`src/rtl/count_capture.sv`:
```
// Captures the upstream counter on rising edges of evt into a 4-entry FIFO with sticky overflow.
// Optional COUNT_CAPTURE_SYNC_EN adds a 2-flop synchronizer ahead of edge detection.
module count_capture (
    input  logic       clock,
    input  logic       reset,
    input  logic [7:0] count,
    input  logic       evt,       // 'event' is a reserved word, so the capture request is named evt
    input  logic       clear,
    input  logic       rd_ready,
    output logic       rd_valid,
    output logic [7:0] rd_data,
    output logic [2:0] level,
    output logic       overflow
);
    localparam int DEPTH = 4;

    logic [DEPTH-1:0][7:0] mem;
    logic [1:0]            wptr, rptr;
    logic [2:0]            lvl;
    logic                  ovf;
    logic                  ev_prev;
    logic                  det_in;
    logic                  capture, full, empty, pop, push;

`ifdef COUNT_CAPTURE_SYNC_EN
    logic [1:0] sync_pipe;

    // Synchronizer presets high so an event held across reset release is not seen as an edge.
    always_ff @(posedge clock or negedge reset) begin
        if (!reset) sync_pipe <= '1;
        else        sync_pipe <= {sync_pipe[0], evt};
    end
    assign det_in = sync_pipe[1];
`else
    assign det_in = evt;
`endif

    always_ff @(posedge clock or negedge reset) begin
        if (!reset) ev_prev <= 1'b1;
        else        ev_prev <= det_in;
    end

    assign capture = det_in & ~ev_prev;
    assign full    = (lvl == 3'(DEPTH));
    assign empty   = (lvl == 3'd0);
    assign pop     = ~empty & rd_ready;
    // A pop frees the slot at the same edge, so a full FIFO can still accept.
    assign push    = capture & (~full | pop);

    always_ff @(posedge clock or negedge reset) begin
        if (!reset) begin
            mem  <= '0;
            wptr <= '0;
            rptr <= '0;
            lvl  <= '0;
            ovf  <= 1'b0;
        end else if (clear) begin
            wptr <= '0;
            rptr <= '0;
            lvl  <= '0;
            ovf  <= 1'b0;
        end else begin
            if (push) begin
                mem[wptr] <= count;
                wptr      <= wptr + 2'd1;
            end
            if (pop)
                rptr <= rptr + 2'd1;
            if (capture && full && !pop)
                ovf <= 1'b1;
            if (push && !pop)      lvl <= lvl + 3'd1;
            else if (pop && !push) lvl <= lvl - 3'd1;
        end
    end

    assign rd_valid = ~empty;
    assign rd_data  = empty ? 8'h00 : mem[rptr];
    assign level    = lvl;
    assign overflow = ovf;
endmodule
```
`config.mk`:
```
export PLATFORM = sky130hd
export DESIGN_NAME = count_capture
export DESIGN_NICKNAME = d
export VERILOG_FILES = /design/src/rtl/count_capture.sv
export SDC_FILE = /design/constraint.sdc
export NUM_CORES = 1
export LEC_CHECK = 0
export ABC_AREA = 1
export CAP_MARGIN = 5
export CORE_MARGIN = 1
export CORE_UTILIZATION = 59
export CTS_CLUSTER_SIZE = 24
export DETAILED_ROUTE_END_ITERATION = 10
export GPL_TIMING_DRIVEN = 0
export PLACE_DENSITY = 0.84
export SLEW_MARGIN = 10
export SYNTH_ARGS = -nofsm -noshare
export SYNTH_HDL_FRONTEND = slang
export SYNTH_SLANG_ARGS = --single-unit
```
`constraint.sdc`:
```
create_clock -name clock -period 2.4 [get_ports clock]
set_input_delay 0.24 -clock clock [delete_from_list [all_inputs] [get_ports clock]]
set_output_delay 0.24 -clock clock [all_outputs]
set_load 0.01 [all_outputs]
```
==> impl_metrics.tcl, run 1 <==
set metrics [dict create \
    cts.sinks 41 \
    switching_share_pct 35.8 \
    synth.most_common_cell "nand2_1" \
    yosysTopAreaCell "dfrtp_1" \
    grtUsageMet1_pct 37.5 \
    power_frac_seq_pct 40.6 \
    cts_buffers 5 \
    ys_ff_latch 41 \
    setup_tns_ns 0 \
    die_w_um 60.8 \
    drc 0 \
    synth_cells 234 \
    start_util_pct 64.6 \
    syn_avg_cell_area_um2 8.71 \
    end_kind "output pin" \
    whs_ns 0.238 \
    syn_area_mm2 0.00204 \
    synth_cell_types 26 \
    synth_edf_count 0 \
    core.rowCount 20 \
    fin_crit_ns 2.34 \
    rsz0062_at_grt "no" \
    syn2layout_area_growth_pct 20.6 \
    drtIter0Drc 137 \
    clk_latency_ns 0.35 \
    finalSetupViolations 0 \
    synth.net_count 252 \
    ioPinCount 26 \
    crit_type "register to output pin" \
    routed_wl_mm 4.41 \
    crit_path_max_incr_delay_ns 0.57 \
    worstPathMaxFanout 10 \
    yosys-top-cells-area "dfrtp_1 49%, nand2_1 7.9%, nor2_1 6.1%" \
    ys_async_sr_fraction_pct 100 \
    max_freq_mhz 428 \
    core_area_mm2 0.00315 \
    power_frac_clock_pct 18.9 \
    crit_chain "buf_2 > inv_2 > clkbuf_4 > o21ai_0 > a21oi_1 > clkdlybuf4s50_1" \
    first_pass_iters 5 \
    hold_path.class "input pin to asynchronous set/reset pin" \
    grt-busiest-layer "met2" \
    drive_above_1_share_pct 13.8 \
    cpLargestDelayFamily "buffers and inverters" \
    comb_power_share_pct 40.5 \
    cts_tree "done" \
    final-max-slew-violation-count 0 \
    grt_overflow 0 \
    postCtsSetupBuffers 0 \
    critPathSlowestCell "clkdlybuf4s50_1" \
    final_nets 286 \
    power.density_mw_per_mm2 929 \
    place_hpwl_mm 3.17 \
    n_antenna_cell 0 \
    grt.total_usage_pct 28.5 \
    cts_root_buf "clkbuf_4" \
    p_switching_uw 818 \
    yosys_warnings 0 \
    seq_area_frac_synth_pct 50.4 \
    outcome "complete, no violations" \
    gp_congestion 0.844 \
    design_area_mm2 0.00246 \
    maxSlewHeadroom_pct 80.8 \
    die_area_mm2 0.00369 \
    fp.dieH_um 60.8 \
    grt_start_max_net_pins 37 \
    wl_per_cell_um 14.1 \
    placed_cell_area_mm2 0.00236 \
    use_met3_pct 10.0 \
    hold_viol 0 \
    p_leak_nw 1.22 \
    worst-path-buf-inv 4 \
    synth_ff_type "dfrtp_1" \
    grt_pass1_wl_mm 7.42 \
    cp-start-kind "register" \
    avgViaCountPerCell 5.45 \
    yosys-top-cells-count "43 x nand2_1, 40 x dfrtp_1, 33 x nor2_1" \
    netlist.area_leader.share_pct 49.1 \
    cts-htree-levels 2 \
    use_met2_pct 44.1 \
    p_int_mw 1.47 \
    route.vias.total 1701 \
    worst_ep_arrival_time_ns 2.10 \
    ir_drop_uv 608 \
    grt_pass1_vias 1622 \
    antenna_left 0 \
    clk_pin_slew_ns 0.11 \
    period_share_pct 97.4 \
    worstPathRequired_ns 2.16 \
    ctsLongestPathBuffers 2 \
    worst_pin_slew_ns 0.287 \
    drv_cap 0 \
    skew_ns 0.00520 \
    antenna_found_initial 0 \
    port_buffers 25 \
]
## registers in the layout, indices dropped and copies added, names as in the netlist
name and cells:
mem 32, level 3, rptr 2, wptr 2, ev_prev 1, overflow 1
## layout make-up
class | count | area [um2]
Sequential cell | 41 | 1030
Multi-Input combinational cell | 164 | 868
Fill cell | 230 | 694
Timing Repair Buffer | 27 | 280
Inverter | 21 | 81.3
Buffer | 8 | 73.8
Tap cell | 44 | 55.1
Clock buffer | 5 | 37.5
Clock inverter | 2 | 35.0
## cells in the final DEF, fill, tap and decap left out, drive strengths merged
cell type / count
dlymetal6s2s: 2
nand2: 49
clkbuf: 6
dfrtp: 40
fa: 1
clkinv: 1
nor2: 35
o22ai: 1
nor3: 1
nand4: 2
ha: 4
buf: 9
dlygate4sd3: 1
inv: 21
dfstp: 1
o21a: 1
o21ai: 52
nand3b: 1
nand3: 6
bufinv: 1
a21oi: 11
clkdlybuf4s50: 22
## power groups by stage
stage | combinational [mW] | clock [mW] | sequential [mW]
floorplan | 0.532 | 0 | 0.928
detailed placement | 0.905 | 0 | 0.937
finish | 0.927 | 0.431 | 0.927
CTS | 0.920 | 0.436 | 0.924
global route | 1.03 | 0.466 | 0.945
global placement | 0.890 | 0 | 0.930
## layer usage
layer  routed length, um  vias up  share of wire, %
met2                2000       42                45
met3                 245       11               5.6
met1                2070      819                47
met5                   0        -                 0
li1                    -      829                 -
met4                  97        0               2.2
## stage by stage
step	cells	util [%]	total power, mW	setup slack, ns
6_report	312	78.0	2.28	0.0628
5_1_grt	312	78.0	2.44	0.00240
4_1_cts	312	77.6	2.28	0.0185
3_5_place_dp	304	74.8	1.84	0.264
3_3_place_gp	303	74.3	1.82	0.0638
2_1_floorplan	234	-	1.46	0.754
## worst reg2reg max path, delay by kind of cell, from the launching register on
kind	cells	cell delay [ns]
buf+inv	2	0.14
flops	1	0.40
fa+ha+maj	1	0.38
simple gates	6	0.77
## what timing repair did
action | in CTS | in global routing
setup endpoints to repair | 8 | 8
cloned | 0 | 0
hold endpoints to repair | 41 | 0
resized for setup | 4 | 6
hold buffers | 1 | 0
## cells by family (layout without fill, tap and decap cells)
logic type	count (synthesis)	in the layout	share of synthesized area [%]
adder cells (fa/ha/maj)	5	5	3.44
flip-flops	41	41	50.4
AND/OR/NAND/NOR	94	94	21.5
AO/OA/AOI/OAI	65	65	17.6
buffers and inverters	29	63	7.00
## worst paths after layout
path	slack [ns]	endpoint	startpoint	depth (start not counted)
setup / recovery	0.06	rd_data[2]	rptr[0]	6
hold / removal	0.24	wptr[0]	reset	2
setup reg to reg	0.62	level[2]	level[1]	9
hold reg to reg	0.49	mem[26]	mem[26]	2
max in group asynchronous	1.74	mem[31]	reset	3
min in group clock	0.31	ev_prev	evt	1
Note: power is estimated with default switching activity, not from simulation.
==> run 2, diff against run 1 <==
Settings changed: SETUP_SLACK_MARGIN set to 0.02.
==> impl_metrics.tcl, run 2 (synthesized netlist as in run 1, its figures left out) <==
set metrics [dict create \
    antenna_found_initial 0 \
    clk_latency_ns 0.35 \
    core.rowCount 20 \
    cts_buffers 5 \
    wl_per_cell_um 14.0 \
    first_pass_iters 4 \
    port_buffers 25 \
    place_hpwl_mm 3.17 \
    gp_congestion 0.844 \
    crit_type "register to output pin" \
    fillers 227 \
    route.vias.total 1702 \
    layout_setup_ws_ns 0.137 \
    drv_cap 0 \
    final-max-slew-violation-count 0 \
    p_leak_nw 1.25 \
    hold_viol 0 \
    final_nets 286 \
    grt_start_max_net_pins 37 \
    cts.sinks 41 \
    ioPinCount 26 \
    power_frac_seq_pct 40.7 \
    cp-start-kind "register" \
    ir_drop_uv 596 \
    regMostFlops "mem" \
    drtIter0Drc 115 \
    grt_overflow 0 \
    layout_commonest_cell "nand2_1" \
    p_int_mw 1.46 \
    finalSetupViolations 0 \
    start_util_pct 64.6 \
    avgViaCountPerCell 5.46 \
    largest_reg_flops 32 \
    syn2layout_area_growth_pct 20.9 \
    critPathSlowestCell "clkdlybuf4s50_1" \
    n_antenna_cell 0 \
    clk_pin_slew_ns 0.11 \
    cts_tree "done" \
    preCtsSetupSlack_ns 0.264 \
    antenna_left 0 \
    worst_pin_slew_ns 0.282 \
    comb_power_share_pct 40.4 \
    p_switching_uw 815 \
    end_kind "output pin" \
    period_share_pct 94.3 \
    die_area_mm2 0.00369 \
    grt_pass1_vias 1607 \
    ctsLongestPathBuffers 2 \
    drive_above_1_share_pct 13.8 \
    whs_ns 0.238 \
    worst-path-buf-inv 4 \
    worstPathMaxFanout 10 \
    fin_crit_ns 2.26 \
    rsz0062_at_grt "no" \
    outcome "complete, no violations" \
    worstPathRequired_ns 2.16 \
    cts_root_buf "clkbuf_4" \
    power_frac_clock_pct 18.9 \
    final_cell_mix "43 x nand2_1, 40 x dfrtp_1, 33 x nor2_1" \
    worst_ep_arrival_time_ns 2.02 \
    cts-htree-levels 2 \
    power.density_mw_per_mm2 924 \
    max_freq_mhz 442 \
    switching_share_pct 35.8 \
    crit_chain "buf_2 > inv_2 > clkbuf_4 > o21ai_0 > a21oi_1 > clkdlybuf4s50_1" \
    cpLargestDelayFamily "buffers and inverters" \
    core_area_mm2 0.00315 \
    drc 0 \
    setup_tns_ns 0 \
    die_w_um 60.8 \
    maxSlewHeadroom_pct 81.1 \
    routed_wl_mm 4.38 \
    hold_path.class "input pin to asynchronous set/reset pin" \
    crit_path_max_incr_delay_ns 0.55 \
    skew_ns 0.00811 \
    fp.dieH_um 60.8 \
    grt_pass1_wl_mm 7.37 \
    grt.total_usage_pct 28.3 \
]
## run 2: through the flow
stage,instances,util (%),power (mW),area (um2)
6_report,312,78.1,2.28,2460
5_1_grt,312,78.1,2.43,2460
4_1_cts,312,77.7,2.28,2450
3_5_place_dp,304,74.8,1.84,2360
3_3_place_gp,303,74.3,1.82,2340
2_1_floorplan,234,-,1.46,2040
## run 2: area by class of cell
class,count,area [um2],area share [%]
Timing Repair Buffer,27,285,11.6
Inverter,21,81.3,3.30
Clock buffer,5,37.5,1.52
Multi-Input combinational cell,164,868,35.2
Tap cell,44,55.1,2.23
Clock inverter,2,35.0,1.42
Buffer,8,73.8,3.00
Sequential cell,41,1030,41.7
## run 2: final timing paths
kind / start / to / slack, ns / cells after the start
worst max register to register: level[1] / level[2] / 0.62 / 9
worst min-delay path: reset / level[2] / 0.24 / 2
max in group asynchronous: reset / mem[31] / 1.74 / 3
worst min register to register: mem[26] / mem[26] / 0.49 / 2
min in group clock: evt / ev_prev / 0.32 / 1
worst max-delay path: rptr[0] / rd_data[5] / 0.14 / 6
## run 2: timing repair
item                                    4_1_cts  5_1_grt
buffers inserted                              0        0
endpoints found under the setup margin        8        7
resized for setup                             5        6
pin swaps                                     0        0
endpoints found under the hold margin        41        0
hold buffers                                  1        0
## run 2: routing by layer
layer / track usage (%) / share of wire [%] / vias to the layer above
met4: 8.44 / 1.9 / 0
met3: 9.81 / 7.1 / 9
met5: 0 / 0 / -
met1: 37.6 / 45 / 814
met2: 44.0 / 46 / 50
li1: - / - / 829
## run 2: power groups by stage
stage                     Clock (mW)  Sequential (mW)  Combinational [mW]
final                          0.431            0.926               0.920
after global routing           0.467            0.945                1.02
after CTS                      0.436            0.924               0.924
after detailed placement           0            0.937               0.905
after global placement             0            0.930               0.890
after floorplan                    0            0.928               0.532
